## src/rtl/spi_ram_ctrl.sv

```systemverilog
// spi_ram_ctrl: single-port byte RAM driven by 10-bit command words from an SPI slave
//   clk      : system clock, rising edge
//   rst_n    : synchronous active-low reset
//   din      : command word, [9:8] opcode, [7:0] payload
//   rx_valid : word valid; a rising level is one command
//   dout     : read byte toward the slave tx_data
//   tx_valid : dout holds a valid read byte
//   cmd_err  : one-cycle pulse after a rejected command
//   busy     : high in the cycle between RD_DATA acceptance and the dout update
module spi_ram_ctrl #(
    parameter int MEM_DEPTH = 256,
    parameter int ADDR_SIZE = 8,
    parameter bit AUTO_INC  = 1'b1
) (
    input  logic       clk,
    input  logic       rst_n,
    input  logic [9:0] din,
    input  logic       rx_valid,
    output logic [7:0] dout,
    output logic       tx_valid,
    output logic       cmd_err,
    output logic       busy
);
    localparam logic [1:0] WR_ADDR = 2'b00;
    localparam logic [1:0] WR_DATA = 2'b01;
    localparam logic [1:0] RD_ADDR = 2'b10;
    localparam logic [1:0] RD_DATA = 2'b11;
    localparam logic [ADDR_SIZE-1:0] LAST_ADDR = ADDR_SIZE'(MEM_DEPTH - 1);

    typedef enum logic [1:0] {IDLE, RD_PEND, HOLD} state_t;

    state_t                 r_state, w_next;
    logic                   r_rx_q;
    logic [ADDR_SIZE-1:0]   r_wr_addr, r_rd_addr;
    logic                   r_wr_vld, r_rd_vld;
    logic [7:0]             r_mem [MEM_DEPTH];
    logic [7:0]             r_rd_q;
    logic [7:0]             r_dout;
    logic                   r_err;

    logic                   w_acc;
    logic [1:0]             w_op;
    logic [ADDR_SIZE-1:0]   w_addr_in;
    logic                   w_oob;
    logic                   w_wa_ok, w_ra_ok, w_wr_ok, w_rd_ok, w_err;
    logic [ADDR_SIZE-1:0]   w_wr_next, w_rd_next;

    // a command is the first cycle of a high rx_valid level
    assign w_acc     = rst_n & rx_valid & ~r_rx_q;
    assign w_op      = din[9:8];
    assign w_addr_in = din[ADDR_SIZE-1:0];
    assign w_oob     = 32'(w_addr_in) >= 32'(MEM_DEPTH);

    assign w_wa_ok = w_acc & (w_op == WR_ADDR) & ~w_oob;
    assign w_ra_ok = w_acc & (w_op == RD_ADDR) & ~w_oob;
    assign w_wr_ok = w_acc & (w_op == WR_DATA) & r_wr_vld;
    assign w_rd_ok = w_acc & (w_op == RD_DATA) & r_rd_vld;
    assign w_err   = w_acc & ~(w_wa_ok | w_ra_ok | w_wr_ok | w_rd_ok);

    // wrap at MEM_DEPTH-1 so non-power-of-2 depths stay in range
    assign w_wr_next = (r_wr_addr == LAST_ADDR) ? '0 : r_wr_addr + 1'b1;
    assign w_rd_next = (r_rd_addr == LAST_ADDR) ? '0 : r_rd_addr + 1'b1;

    always_ff @(posedge clk) begin
        if (!rst_n) begin
            r_rx_q    <= 1'b0;
            r_err     <= 1'b0;
            r_wr_addr <= '0;
            r_rd_addr <= '0;
            r_wr_vld  <= 1'b0;
            r_rd_vld  <= 1'b0;
            r_dout    <= 8'h00;
        end else begin
            r_rx_q <= rx_valid;
            r_err  <= w_err;
            if (w_wa_ok) begin
                r_wr_addr <= w_addr_in;
                r_wr_vld  <= 1'b1;
            end else if (w_wr_ok && AUTO_INC) begin
                r_wr_addr <= w_wr_next;
            end
            if (w_ra_ok) begin
                r_rd_addr <= w_addr_in;
                r_rd_vld  <= 1'b1;
            end else if (w_rd_ok && AUTO_INC) begin
                r_rd_addr <= w_rd_next;
            end
            if (r_state == RD_PEND)
                r_dout <= r_rd_q;
        end
    end

    // storage is not reset; writes are already blocked while rst_n is low
    always_ff @(posedge clk) begin
        if (w_wr_ok)
            r_mem[r_wr_addr] <= din[7:0];
        if (w_rd_ok)
            r_rd_q <= r_mem[r_rd_addr];
    end

    always_ff @(posedge clk) begin
        if (!rst_n)
            r_state <= IDLE;
        else
            r_state <= w_next;
    end

    always_comb begin
        w_next   = r_state;
        busy     = 1'b0;
        tx_valid = 1'b0;
        unique case (r_state)
            IDLE:    w_next = w_rd_ok ? RD_PEND : IDLE;
            RD_PEND: begin
                w_next = HOLD;
                busy   = 1'b1;
            end
            HOLD:    begin
                w_next   = w_rd_ok ? RD_PEND : (w_acc ? IDLE : HOLD);
                tx_valid = 1'b1;
            end
            default: w_next = IDLE;
        endcase
    end

    assign dout    = r_dout;
    assign cmd_err = r_err;
endmodule
```

## config.mk

```make
export PLATFORM = sky130hd
export DESIGN_NAME = spi_ram_ctrl
export DESIGN_NICKNAME = d
export VERILOG_FILES = /design/src/rtl/spi_ram_ctrl.sv
export SDC_FILE = /design/constraint.sdc
export NUM_CORES = 2
export LEC_CHECK = 0
export BUFFER_PORTS_ARGS = -buffer_cell sky130_fd_sc_hd__buf_2
export CAP_MARGIN = 20
export CORE_MARGIN = 2
export CORE_UTILIZATION = 60
export CTS_CLUSTER_SIZE = 28
export DETAILED_ROUTE_END_ITERATION = 8
export GPL_ROUTABILITY_DRIVEN = 0
export PLACE_DENSITY = 0.76
export REMOVE_ABC_BUFFERS = 1
export SLEW_MARGIN = 0
export SYNTH_ARGS = -nofsm -noshare
export SYNTH_HDL_FRONTEND = slang
export SYNTH_SLANG_ARGS = --single-unit
```

## constraint.sdc

```tcl
create_clock -name clk -period 3.2 [get_ports clk]
set_input_delay 0.16 -clock clk [delete_from_list [all_inputs] [get_ports clk]]
set_output_delay 0.16 -clock clk [all_outputs]
set_load 0.02 [all_outputs]
```

Yosys cells after proc, flatten, opt, wreduce, memory -nomap -nowiden. Memories as Yosys holds them, arrays and structs flattened. A register that Yosys moved wholly into a read port is not among the register bits. Cells that the tools add are included.

Add/subtract/negate cells: 2. Equality and inequality tests: 7. Muxes and demuxes: 14. Bitwise logic cells: 14. Reduce and logical (&&, ||, !) cells: 4.

Operators by type and width (number): $mux W8 (6); $add A8 B1 Y8 const B (2); $eq A8 B8 Y1 const B (2); $and A1 B1 Y1 (9); $eq A2 B2 Y1 const B (3); $pmux W2 S3 (1); $mux W1 (5); $eq A2 B1 Y1 const B (2); $logic_not A2 Y1 (2); $mux W2 (2); $reduce_bool A2 Y1 (2); $or A1 B1 Y1 (3); $not A1 Y1 (2).

Flip-flop bits (word level): 30. RAM bits: 2048. Output and inout bits: 11. Memories kept: 1.

Memory list: r_mem (depth 256, bits a word 8, rd ports 1, clocked after Yosys merged registers in 1, write ports 1, RTL line 36) `logic [7:0] r_mem [MEM_DEPTH];`.

Longest topological paths before layout.
Depth after elaboration: 8. Mapped depth: 13.

Worst setup path after synthesis. OpenSTA, ideal clock, no wires.

Path type: register to register. From: register r_rd_addr[0]. To: register r_rd_q[5], read port of r_mem (data pin). Library setup time: 0.276 ns. Arrival: 2.563 ns. Data required time: 2.924 ns. Slack: 0.361 ns. Stages on the path, launching flop included: 11. Clock period less this slack: 2.839 ns. Cell sequence: dfxtp_1 -> buf_6 -> buf_8 -> buf_2 -> buf_2 -> mux4_2 -> mux4_2 -> o22ai_1 -> nor2_1 -> nand3_1 -> o2111ai_1.

RTL lines: start: declaration (RTL line 34) `logic [ADDR_SIZE-1:0] r_wr_addr, r_rd_addr;`; start signal: assignment (RTL line 83) `r_rd_addr <= w_addr_in;`; start signal: assignment (RTL line 86) `r_rd_addr <= w_rd_next;`; end: declaration (RTL line 37) `logic [7:0] r_rd_q;`.

==> summary.md <==
| Metric | Value |
|---|---|
| Status | complete, but fails checks |
| Failing checks | setup timing |
| # rows | 135 |
| Final setup violation count | 2 |
| CP Launch Point | r_rd_addr[0] |
| Top cell family by delay on the critical path | multiplexers |
| Startpoint Class | register |
| Minimum clock period after layout | 3.23 ns |
| Leak | 29.9 nW |
| CP cell instances | buf_12 -> buf_6 -> buf_12 -> mux4_1 -> mux4_2 -> o22ai_2 -> or4_4 -> nand4_1 -> or3_1 |
| Initial Util | 60.3% |
| Iter 0 DRT Violations | 7821 |
| CP Depth | 9 |
| Clock Latency Late Sink | 0.87 ns |
| Worst r2r src | r_rd_addr[0] |
| # DRC | 0 |
| Main synth FF type | edfxtp_1 |
| Largest area contributor in the synthesized netlist | edfxtp_1 |
| Crit path top cell by count | buf_12 |
| Final HPWL DP | 139 mm |
| Fin cells | 6459 |
| Worst Setup EP | r_rd_q[3] |
| Clk Tree Root Cell | clkbuf_16 |
| Largest net degree at the start of global routing | 146 |
| Tot GR Track Use | 32.4% |
| Syn_area_per_cell | 20.8 um^2 |
| Power per cell area | 581 nW/um^2 |
| Vias | 44700 |
| Buffers and inverters on the worst path | 3 |
| Clock sinks | 2086 |
| GRT overflow | 0 |
| CTS Buf Count | 199 |
| Initial antenna violation count | 5 |
| Final WS setup | -0.0263 ns |
| Worst slew margin | 24.0% |
| Routed len/inst | 34.5 um |
| First-pass DRT Iterations | 8 |
| Mapped Area | 81500 um^2 |
| Die height | 373 um |
| Placed instance count | 6056 |
| CTS tree | built |
| # IOs | 24 |
| Worst slew pin tran | 1.14 ns |
| Max H-tree Level | 4 |
| Routed wire length | 223 mm |
| Number of global-route vias before repair | 43700 |
| Worst Reg2Reg Path Length in Cells | 9 |
| Setup TNS | -0.0368 ns |
| Final hold slack | 0.0180 ns |
| Asr flop ratio synth | 0% |
| Register bit total from synthesis | 2086 |
| Clk buf depth | 3 |
| Hold Vio Cnt, Final | 0 |
| Number of flops mapped to enable cells by yosys | 2056 |
| Max-cap violation count | 0 |
| Crit path kind | register to register |
| Slowest CP cell | mux4_1 |
| Post-synthesis instance total | 3919 |
| Crit path max fanout | 10 |
| Nets@finish | 4524 |
| First-pass GRT wire length | 314 mm |
| Register area share after synthesis | 76.5% |
| Chip width | 373 um |
| Worst-path clk slew | 0.07 ns |
| Pins Over Slew Limit | 0 |
| Area Growth Syn to Fin | 16.0% |
| Final antenna-violating net count | 0 |
| WP data arrival | 3.82 ns |
| CP Capture Type | register |
| Crit path required time | 3.79 ns |
| Top cells by count, synth | 2056 x edfxtp_1, 486 x mux4_2, 309 x nor2_1 |
| Synth top area share | 75.7% |
| Core area | 135000 um^2 |
| Flop2flop setup slack | -0.03 ns |
| Maximum VDD drop | 503 uV |
| Yosys warns | 0 |
| IO buf count | 23 |
| Most instantiated library cell after synthesis | edfxtp_1 |
| Crit share post-route | 101% |
| Die area | 139000 um^2 |
| Layout cells sized above 1 | 31.0% |
| CP max stage delay | 0.55 ns |
| Synth area leaders | edfxtp_1 76%, mux4_2 13%, mux2i_1 1.5% |
| Worst reg2reg path endpoint | r_rd_q[3] |
| Max Clock Freq | 310 MHz |
| Tightest Hold Check Type | input port to register |
| Worst Skew | 0.0574 ns |
| Distinct cells, synth | 70 |
| Via-per-instance ratio | 6.93 |
| Final design utilization | 70.0% |
[cell usage in the layout, fill, tap and decap left out, drive strengths merged, types with 10 or more instances in the layout]
master / synthesis / routed
bufinv: 0 / 13
nand4: 13 / 13
dlygate4sd3: 0 / 10
nor2: 309 / 309
inv: 9 / 13
nor3: 25 / 25
o21ai: 21 / 21
clkbuf: 97 / 269
mux2: 17 / 17
mux4: 499 / 499
mux2i: 126 / 126
a21oi: 41 / 41
nand2: 143 / 143
o221ai: 23 / 23
dfxtp: 30 / 30
o22ai: 33 / 33
nor4: 11 / 11
nand2b: 11 / 11
a211oi: 23 / 23
nor2b: 36 / 36
a31oi: 13 / 13
a21boi: 13 / 13
edfxtp: 2056 / 2056
clkinv: 3 / 92
a22oi: 47 / 47
and2: 11 / 11
and3: 12 / 12
nand3: 55 / 55
buf: 136 / 599
[final cells by class]
type                       count  area (um^2)
sequential                  2086        62400
clock inverter               111         1090
tap                         1781         2230
inverter                      12         46.3
clock buffer                 260         5350
fill                        7843        40600
multi-input combinational   1588        18000
antenna                        2         5.00
timing repair buffer         619         5460
[logic make-up (layout without fill, tap and decap cells)]
kind of cell | after synthesis | count (layout) | share of synthesized area (%)
buffers and inverters | 245 | 1002 | 1.72
muxes | 642 | 642 | 15.6
AOI/OAI and AO/OA | 287 | 287 | 2.54
xor gates and xnor gates | 4 | 4 | 0.0430
and+or+nand+nor | 650 | 650 | 3.51
DFF | 2086 | 2086 | 76.5
adders and majority gates | 5 | 5 | 0.0767
other | 0 | 2 | 0
[per-stage QoR]
| step | total power, mW | setup WS, ns | area (um^2) |
|---|---|---|---|
| after floorplan | 31.8 | -20.69 | 80200 |
| after global placement | 32.3 | -0.300 | 87500 |
| after detailed placement | 32.3 | -0.363 | 87500 |
| after CTS | 55.0 | -0.0139 | 94300 |
| after global routing | 56.1 | -0.0206 | 94500 |
| final | 55.0 | -0.0263 | 94500 |
[state kept, by name (all words and copies together) (netlist names)]
register and flops:
r_rd_addr 8, dout 8, cmd_err 1, r_wr_vld 1, r_rd_q 8, r_wr_addr 8, r_mem 2048, r_rd_vld 1
r_rx_q 1, r_state 2
[worst min-delay path by stage]
| stage | start | end | slack (ns) | depth (start not counted) |
|---|---|---|---|---|
| after floorplan | din[0] | r_mem[0][0] | 0.26 | 0 |
| after global placement | r_state[0] | r_state[0] | 0.42 | 1 |
| after detailed placement | r_state[0] | r_state[0] | 0.45 | 1 |
| after CTS | din[2] | r_mem[55][2] | 0.09 | 1 |
| after global routing | din[4] | r_mem[99][4] | 0.10 | 1 |
| final | din[4] | r_mem[96][4] | 0.02 | 1 |
[power breakdown]
part | leakage (nW) | switching (mW) | internal (mW) | total (mW)
clock network | 3.14 | 10.2 | 12.9 | 23.1
registers | 18.7 | 0.0182 | 30.0 | 30.0
logic | 8.05 | 1.16 | 0.632 | 1.79
total | 29.9 | 11.4 | 43.5 | 55.0
[layer usage]
layer  routed length [um]  track usage, %  share of wire [%]  up-vias
met5                   41               0              0.018        -
met2               105000            49.3                 47     3577
met4                12700            16.3                5.7        6
li1                     -               -                  -    17500
met3                28200            8.48                 13      631
met1                77200            44.1                 35    23100
[timing repair]
action                     4_1_cts  5_1_grt
pin swaps                        1        4
setup endpoints to repair        8        8
hold buffers                    10        0
hold endpoints to repair       276        0
buffers inserted                 6       13
gates resized for setup         36       19
gates cloned                     1        1
No activity file was read; power rests on OpenSTA's default activity.
